**src/rtl/led_scan_driver.sv**
```systemverilog
// Multiplexed 7-segment LED scan driver.
// A prescaler divides each digit slot into SCAN_DIV clocks. The digit index
// advances once per slot, and a frame is one full pass over all digits.
// New display data is double-buffered. It only reaches the active buffer at a
// frame wrap, so a frame never shows a mix of old and new digits.
// Brightness is PWM: each slot is cut into 16 subslots, and the anode stays
// on for subslots 0..bright.
//
// Load semantics: load is a single-cycle strobe with no back-pressure. Every
// cycle with load = 1 overwrites the pending buffer and sets the pending flag.
// If the strobe lands on the commit cycle, the previously pending data
// commits, and the new data stays pending for the next frame.
module led_scan_driver #(
  parameter int DIGITS   = 4,
  parameter int SCAN_DIV = 50000
) (
  input  logic                  clk,
  input  logic                  rst,
  input  logic                  load,
  input  logic [4*DIGITS-1:0]   dat_in,
  input  logic [DIGITS-1:0]     dot_in,
  input  logic [DIGITS-1:0]     en_in,
  input  logic                  blank_lz,
  input  logic [3:0]            bright,
  output logic [7:0]            seg_n,
  output logic [DIGITS-1:0]     an_n,
  output logic                  frame
);

  localparam int IW  = (DIGITS > 1) ? $clog2(DIGITS) : 1;
  localparam int CW  = $clog2(SCAN_DIV);
  localparam int SUB = SCAN_DIV / 16;
  localparam logic [CW-1:0] CNT_LAST = CW'(SCAN_DIV - 1);
  localparam logic [IW-1:0] IDX_LAST = IW'(DIGITS - 1);
  localparam logic [CW-1:0] SUB_LEN  = CW'(SUB);

  logic [CW-1:0]         cnt;
  logic [IW-1:0]         idx;
  logic [4*DIGITS-1:0]   pend_dat, act_dat;
  logic [DIGITS-1:0]     pend_dot, act_dot;
  logic [DIGITS-1:0]     pend_en,  act_en;
  logic                  flag;

  logic                  slot_end;
  logic                  frame_end;
  logic [CW-1:0]         sub;
  logic [3:0]            subslot;
  logic [3:0]            nib;
  logic                  dot;
  logic [6:0]            hex;
  logic [DIGITS-1:0]     supp;
  logic                  lit;

  assign slot_end  = (cnt == CNT_LAST);
  assign frame_end = slot_end && (idx == IDX_LAST);

  // Prescaler and digit index; idx steps on the last clock of each slot.
  always_ff @(posedge clk) begin
    if (rst) begin
      cnt <= '0;
      idx <= '0;
    end else begin
      cnt <= slot_end ? '0 : cnt + 1'b1;
      if (slot_end) idx <= frame_end ? '0 : idx + 1'b1;
    end
  end

  // Frame pulse, high for the first cycle after the index wraps to digit 0.
  always_ff @(posedge clk) begin
    if (rst) frame <= 1'b0;
    else     frame <= frame_end;
  end

  // Double buffer. Pending data moves to active only at a frame wrap.
  always_ff @(posedge clk) begin
    if (rst) begin
      pend_dat <= '0;
      pend_dot <= '0;
      pend_en  <= '0;
      act_dat  <= '0;
      act_dot  <= '0;
      act_en   <= '0;
      flag     <= 1'b0;
    end else begin
      if (frame_end && flag) begin
        act_dat <= pend_dat;
        act_dot <= pend_dot;
        act_en  <= pend_en;
        flag    <= 1'b0;
      end
      if (load) begin
        pend_dat <= dat_in;
        pend_dot <= dot_in;
        pend_en  <= en_in;
        flag     <= 1'b1;
      end
    end
  end

  // Select the current digit and find its PWM subslot.
  always_comb begin
    nib     = act_dat[4*int'(idx) +: 4];
    dot     = act_dot[idx];
    sub     = cnt / SUB_LEN;
    subslot = sub[3:0];
  end

  // Active-low hex decode, bits g..a.
  always_comb begin
    hex = 7'h7F;
    case (nib)
      4'h0: hex = 7'h40;
      4'h1: hex = 7'h79;
      4'h2: hex = 7'h24;
      4'h3: hex = 7'h30;
      4'h4: hex = 7'h19;
      4'h5: hex = 7'h12;
      4'h6: hex = 7'h02;
      4'h7: hex = 7'h78;
      4'h8: hex = 7'h00;
      4'h9: hex = 7'h10;
      4'hA: hex = 7'h08;
      4'hB: hex = 7'h03;
      4'hC: hex = 7'h46;
      4'hD: hex = 7'h21;
      4'hE: hex = 7'h06;
      4'hF: hex = 7'h0E;
      default: hex = 7'h7F;
    endcase
  end

  // Leading-zero suppression. Walk down from the top digit and keep blanking
  // while every digit so far is zero and undotted. A dot ends the leading run.
  always_comb begin
    logic run;
    supp = '0;
    run  = blank_lz;
    for (int i = DIGITS - 1; i >= 1; i--) begin
      run     = run && (act_dat[4*i +: 4] == 4'h0) && !act_dot[i];
      supp[i] = run;
    end
  end

  assign lit = (subslot <= bright) && act_en[idx] && !supp[idx];

  // Registered segment and anode outputs, one cycle behind the scan state.
  always_ff @(posedge clk) begin
    if (rst) begin
      seg_n <= 8'hFF;
      an_n  <= '1;
    end else if (lit) begin
      seg_n <= {~dot, hex};
      an_n  <= ~(DIGITS'(1) << idx);
    end else begin
      seg_n <= 8'hFF;
      an_n  <= '1;
    end
  end

endmodule

```
**config.mk**
```make
export PLATFORM = sky130hd
export DESIGN_NAME = led_scan_driver
export DESIGN_NICKNAME = d
export VERILOG_FILES = /design/src/rtl/led_scan_driver.sv
export SDC_FILE = /design/constraint.sdc
export NUM_CORES = 1
export LEC_CHECK = 0
export CORE_ASPECT_RATIO = 1.1
export CORE_MARGIN = 1.5
export CORE_UTILIZATION = 44
export CTS_CLUSTER_DIAMETER = 30
export DETAILED_ROUTE_END_ITERATION = 12
export PLACE_DENSITY = 0.66
export RECOVER_POWER = 50
export SETUP_SLACK_MARGIN = 0.5
export SYNTH_ARGS = -nofsm -noshare
export SYNTH_HDL_FRONTEND = slang
export SYNTH_SLANG_ARGS = --single-unit
```
**constraint.sdc**
```tcl
create_clock -name clk -period 6.2 [get_ports clk]
set_input_delay 0.62 -clock clk [delete_from_list [all_inputs] [get_ports clk]]
set_output_delay 0.62 -clock clk [all_outputs]
set_load 0.02 [all_outputs]
```
# ---- After elaboration in Yosys (flattened, before gate mapping)
# Memory sizes are Yosys's and may differ from the RTL's. A register that Yosys moved wholly into a read port is not among the register bits.
# Index checks and enable logic that the tools add are counted.
dict set report classes {
  add_sub_neg 2
  n_div 1
  magnitude_cmp 2
  eq_ne 2
  n_shift 2
  n_mux 9
  n_bitwise 3
  reduce_logical 20
}
# operator count
set op_table {}
lappend op_table {{$add 16x1->16 const B} 1}
lappend op_table {{$div 16x12->16 const B} 1}
lappend op_table {{$eq 16x16->1 const B} 1}
lappend op_table {{$shiftx 16x5->4} 1}
lappend op_table {{$logic_not 4->1} 3}
lappend op_table {{$logic_and 1x1->1} 10}
lappend op_table {{$bmux 1 s2} 3}
lappend op_table {{$mux 1} 5}
lappend op_table {{$le 4x4->1} 1}
lappend op_table {{$logic_not 1->1} 4}
lappend op_table {{$not 4->4} 1}
lappend op_table {{$reduce_or 2->1} 2}
lappend op_table {{$shl 1x2->4 const A} 1}
lappend op_table {{$lt 2x3->1 const B} 1}
lappend op_table {{$add 2x1->2 const B} 1}
lappend op_table {{$eq 2x2->1 const B} 1}
lappend op_table {{$mux 2} 1}
lappend op_table {{$not 1->1} 2}
lappend op_table {{$reduce_bool 2->1} 1}
dict set report word_totals {
  regBits 80
  rom_bits 112
  inputBits 32
  output_inout_bits 13
  elab_cells 54
  memories 1
}
# memory words width read_ports rd_clocked_by_memory_dff write_ports line_no
set mem_list {}
lappend mem_list {{(name not given)} 16 7 1 1 0 111} ;# case (nib)

# ---- Longest topological paths before layout
dict set report logic_depth {
  word_depth 13
  mapped_depth 35
  ltp_nobuf 32
}

# ---- Worst setup path after synthesis
# Ideal clock, no wire load.
dict set report synth_timing {
  path_kind {flip-flop to flip-flop}
  start {reg cnt[5]}
  end {reg seg_n[1]}
  setup_time_ps 144
  arrival_time_ps 6695
  setup_slack_ps -639
  path_stages_with_launch 34
  path_buffers 2
  synth_period_minus_slack_ps 6839
  path_cell_list {dfxtp_1 > inv_1 > ha_1 > nor3_2 > o2111ai_1 > mux2_2 > nor3b_2 > o21ai_0 > o211a_4 > or4b_4 > a211o_1 > o21ai_1 > clkinv_1 > xnor2_1 > ha_1 > nand2_1 > a21oi_1 > nor3_1 > a31oi_1 > a21oi_1 > o21ba_1 > buf_4 > a211oi_1 > o211a_1 > o211a_1 > ha_1 > nor2b_1 > o21ai_0 > nand2b_1 > a21oi_1 > a41oi_1 > nor4_1 > clkbuf_1 > o221ai_1}
}
dict set report synth_between {
  elab_chain_len 6
}
# element line_no
set synth_rtl {}
lappend synth_rtl {{start: declaration} 37} ;# logic [CW-1:0] cnt;
lappend synth_rtl {{start signal: assignment} 63} ;# cnt <= slot_end ? '0 : cnt + 1'b1;
lappend synth_rtl {{$div 16x12->16} 104} ;# sub = cnt / SUB_LEN;
lappend synth_rtl {{$le 4x4->1} 144} ;# assign lit = (subslot <= bright) && act_en[idx] && !supp[idx];
lappend synth_rtl {{$logic_and 1x1->1 (2 in series)} 144}
lappend synth_rtl {{$not 1->1 (no source line)} --}
lappend synth_rtl {{$reduce_or 2->1 (no source line)} --}
lappend synth_rtl {{end: declaration} 25} ;# output logic [7:0] seg_n,
# No other way between the ends.
# A chain may end at the register's enable or synchronous reset.

# ---- Worst setup path in the final report
dict set report layout_timing {
  start {reg cnt[12]}
  end {reg seg_n[4]}
}
# The elaborated chain is that of the path after synthesis.

==> results.toml <==
[final_layout]
final_common_cell = "nand2_1"
layout_common_cells = "96 x nand2_1, 95 x buf_4, 77 x nor2_1, 77 x dfxtp_1, 46 x a21oi_1"
layout.cells.non_filler = 980
syn_to_final_growth_pct = 34.7
fillers = 1119
post-route-util_pct = 60.5
final_nets = 873
drive_above_1_share_pct = 25.4
num_antenna_cells = 0

[critical_path]
arrival_ns = 6.37
startpoint_type = "register"
worstSetupPathType = "reg2reg"
worst-endpoint-required_ns = 6.41
crit_fanout = 7
critPathSlowestCell = "or4_4"
cpPeakStageDelay_ns = 0.54
crit_top_cell = "buf_4"
end_kind = "register"

[logic_synthesis]
synth-simple-area-share_pct = 23.1
synth_nets = 761
synth_warnings = 0
syn_inst = 706
synth_seq_cells = 80
ys_async_sr_fraction_pct = 0
synth_compound_area_share_pct = 23.5
synthXorXnorAreaFrac_pct = 5.60
synth_mux_area_share_pct = 8.98
ys_seq_area_share_pct = 28.5
ys_types = 86
synth_fa_ha_area_share_pct = 5.29
avgSynthCellArea_um2 = 7.97
synth_top_family_by_area = "compound AO/OA/AOI/OAI gates"
synth_edf_count = 0
ys.flop_type = "dfxtp_1"
syn_area_um2 = 5630

[routing]
ant_nets = 0
drtPass1Iterations = 5
via_count = 5711
wire_per_inst_um = 16.7
first_iter_violations = 405
vias_per_cell = 5.83
drcViolationCount = 0
wl_um = 16400

[timing]
slew_violations = 26
maxSlewHeadroom_pct = -12.3
fin_crit_ns = 6.16
worstMarginPinSlew_ns = 1.68
layout_setup_ws_ns = 0.0398
setup_viol = 0
rsz0062_at_grt = "yes"
fmax_mhz = 162
layout_worst_path_cycle_share_pct = 99.4
hold_violations = 0
fin_skew_ns = 0.00831

[grt]
grt_remaining_overflow = 0
grt_max_degree = 56
grt_usage_pct = 23.7
antenna_found_initial = 0
grt_pass1_wl_um = 26300
grt_pass1_vias = 5494

[floorplan]
die_area_um2 = 13500
ios = 45
die_w_um = 111
std_cell_rows = 43
core_um2 = 12500
start_util_pct = 44.9
dieHeight_um = 122

[hold_path]
hold_class = "reg2reg"

[outcome]
status = "finished, violations left"
violations = "capacitance limit, slew limit"

[placed_design]
dp_hpwl_um = 12200
dp.cells = 949
post-place-ws_ns = -0.0211
gp_congestion = 1.02
port_buffers = 44

[pwr]
p_switching_uw = 249
p_int_uw = 922
pwr-share-clk_pct = 47.8
comb_power_share_pct = 6.8
p_per_area_nw_per_um2 = 154
seq_power_share_pct = 45.3
switching_share_pct = 21.3
leakage_uw = 0.00287
peakVddDrop_mv = 0.180

[cts]
clk_pin_slew_ns = 0.06
cts_root_buffer = "clkbuf_16"
cts_made_buffers = 9
insertion_delay_ns = 0.33
cts_max_path_buffers = 2
cts-htree-levels = 3
numClockSinks = 80
cts_hold_buf = 0
cts_tree = "built"

[flow_run]
drv_cap = 1
==> layer usage <==
metal  global-route usage (%)  up-vias  part of all wire [%]
met3                     3.33       42                   4.6
met5                        0        -                     0
met4                     9.05        0                   2.8
met1                     28.4     2704                    41
met2                     43.1      190                    52
li1                         -     2775                     -
==> timing repair <==
| action | in CTS | in global routing |
|---|---|---|
| cloned | 1 | 0 |
| hold endpoints to repair | 0 | 0 |
| endpoints found under the setup margin | 12 | 12 |
| pin swaps | 11 | 15 |
| resized for setup | 18 | 43 |
| buffers inserted | 6 | 8 |
==> worst max-delay path: cells and delay by family (launching register included) <==
kind | cells | cell delay [ns]
simple gates | 9 | 1.80
compound gates | 15 | 2.52
flops | 1 | 0.31
xor+xnor | 2 | 0.31
fa+ha+maj | 2 | 0.33
buf+inv | 5 | 0.77
==> registers in the layout, summed over array words and instances (netlist names) <==
name and cells:
act_dat 16, seg_n 8, pend_en 4, pend_dot 4, an_n 4, frame 1
flag 1, act_dot 4, act_en 4, idx 2, pend_dat 16, cnt 16
==> path summary, 6_finish.rpt <==
| kind | endpoint | cells past startpoint | slack, ns | start |
|---|---|---|---|---|
| max | seg_n[4]$_SDFF_PP1_ | 33 | 0.04 | cnt[12]$_SDFF_PP0_ |
| min | act_dat[10]$_SDFFE_PP0P_ | 2 | 0.45 | pend_dat[10]$_SDFFE_PP0P_ |
| max reg2reg | seg_n[4]$_SDFF_PP1_ | 33 | 0.04 | cnt[12]$_SDFF_PP0_ |
| min reg2reg | act_dat[10]$_SDFFE_PP0P_ | 2 | 0.45 | pend_dat[10]$_SDFFE_PP0P_ |
==> stage by stage <==
| stage | hold slack (ns) | cell area [um2] | setup TNS, ns | total power, uW |
|---|---|---|---|---|
| after detailed placement | 0.447 | 6870 | -0.0347 | 616 |
| after global placement | 0.442 | 6870 | 0 | 615 |
| after CTS | 0.455 | 7320 | 0 | 1180 |
| after global routing | 0.468 | 7580 | -3.47 | 1220 |
| final | 0.454 | 7580 | 0 | 1170 |
| after floorplan | 0.431 | 5800 | 0 | 586 |
==> cell type report <==
cell class | count | area, um2 | share of cell area (%)
clock buffers | 10 | 229 | 3.02
repair buffers | 143 | 1200 | 15.8
multi-input cells | 556 | 4140 | 54.6
well taps | 157 | 196 | 2.59
flip-flops and latches | 80 | 1610 | 21.3
inverters | 28 | 113 | 1.49
clock inverters | 6 | 92.6 | 1.22
==> synthesized netlist by cell type (8+ instances only) <==
cell type | count | area (um2)
a31oi_1 | 9 | 56.3
ha_1 | 23 | 288
xnor2_1 | 27 | 236
mux2i_1 | 31 | 310
inv_1 | 26 | 97.6
nand3_1 | 15 | 75.1
and3_1 | 8 | 50.1
o21ai_0 | 27 | 135
nand2_1 | 97 | 364
xor2_1 | 9 | 78.8
a21oi_1 | 51 | 255
clkbuf_1 | 30 | 113
dfxtp_1 | 80 | 1600
nor3_1 | 18 | 90.1
nor2_1 | 79 | 297
==> cells by family (layout without fill, tap and decap cells) <==
group	after synthesis	after routing
and+or+nand+nor	276	276
AOI/OAI and AO/OA	179	179
DFF	80	80
buffers and inverters	70	187
muxes	41	41
xor gates and xnor gates	36	36
adders and majority gates	24	24
==> power by group through the flow <==
stage          clock [uW]  combinational, uW  sequential, uW
6_report              560               80.0             531
3_5_place_dp            0               73.6             543
2_1_floorplan           0               44.5             541
3_3_place_gp            0               72.1             542
4_1_cts               570               74.1             532
5_1_grt               595               88.8             532
(Power assumes the default switching activity.)
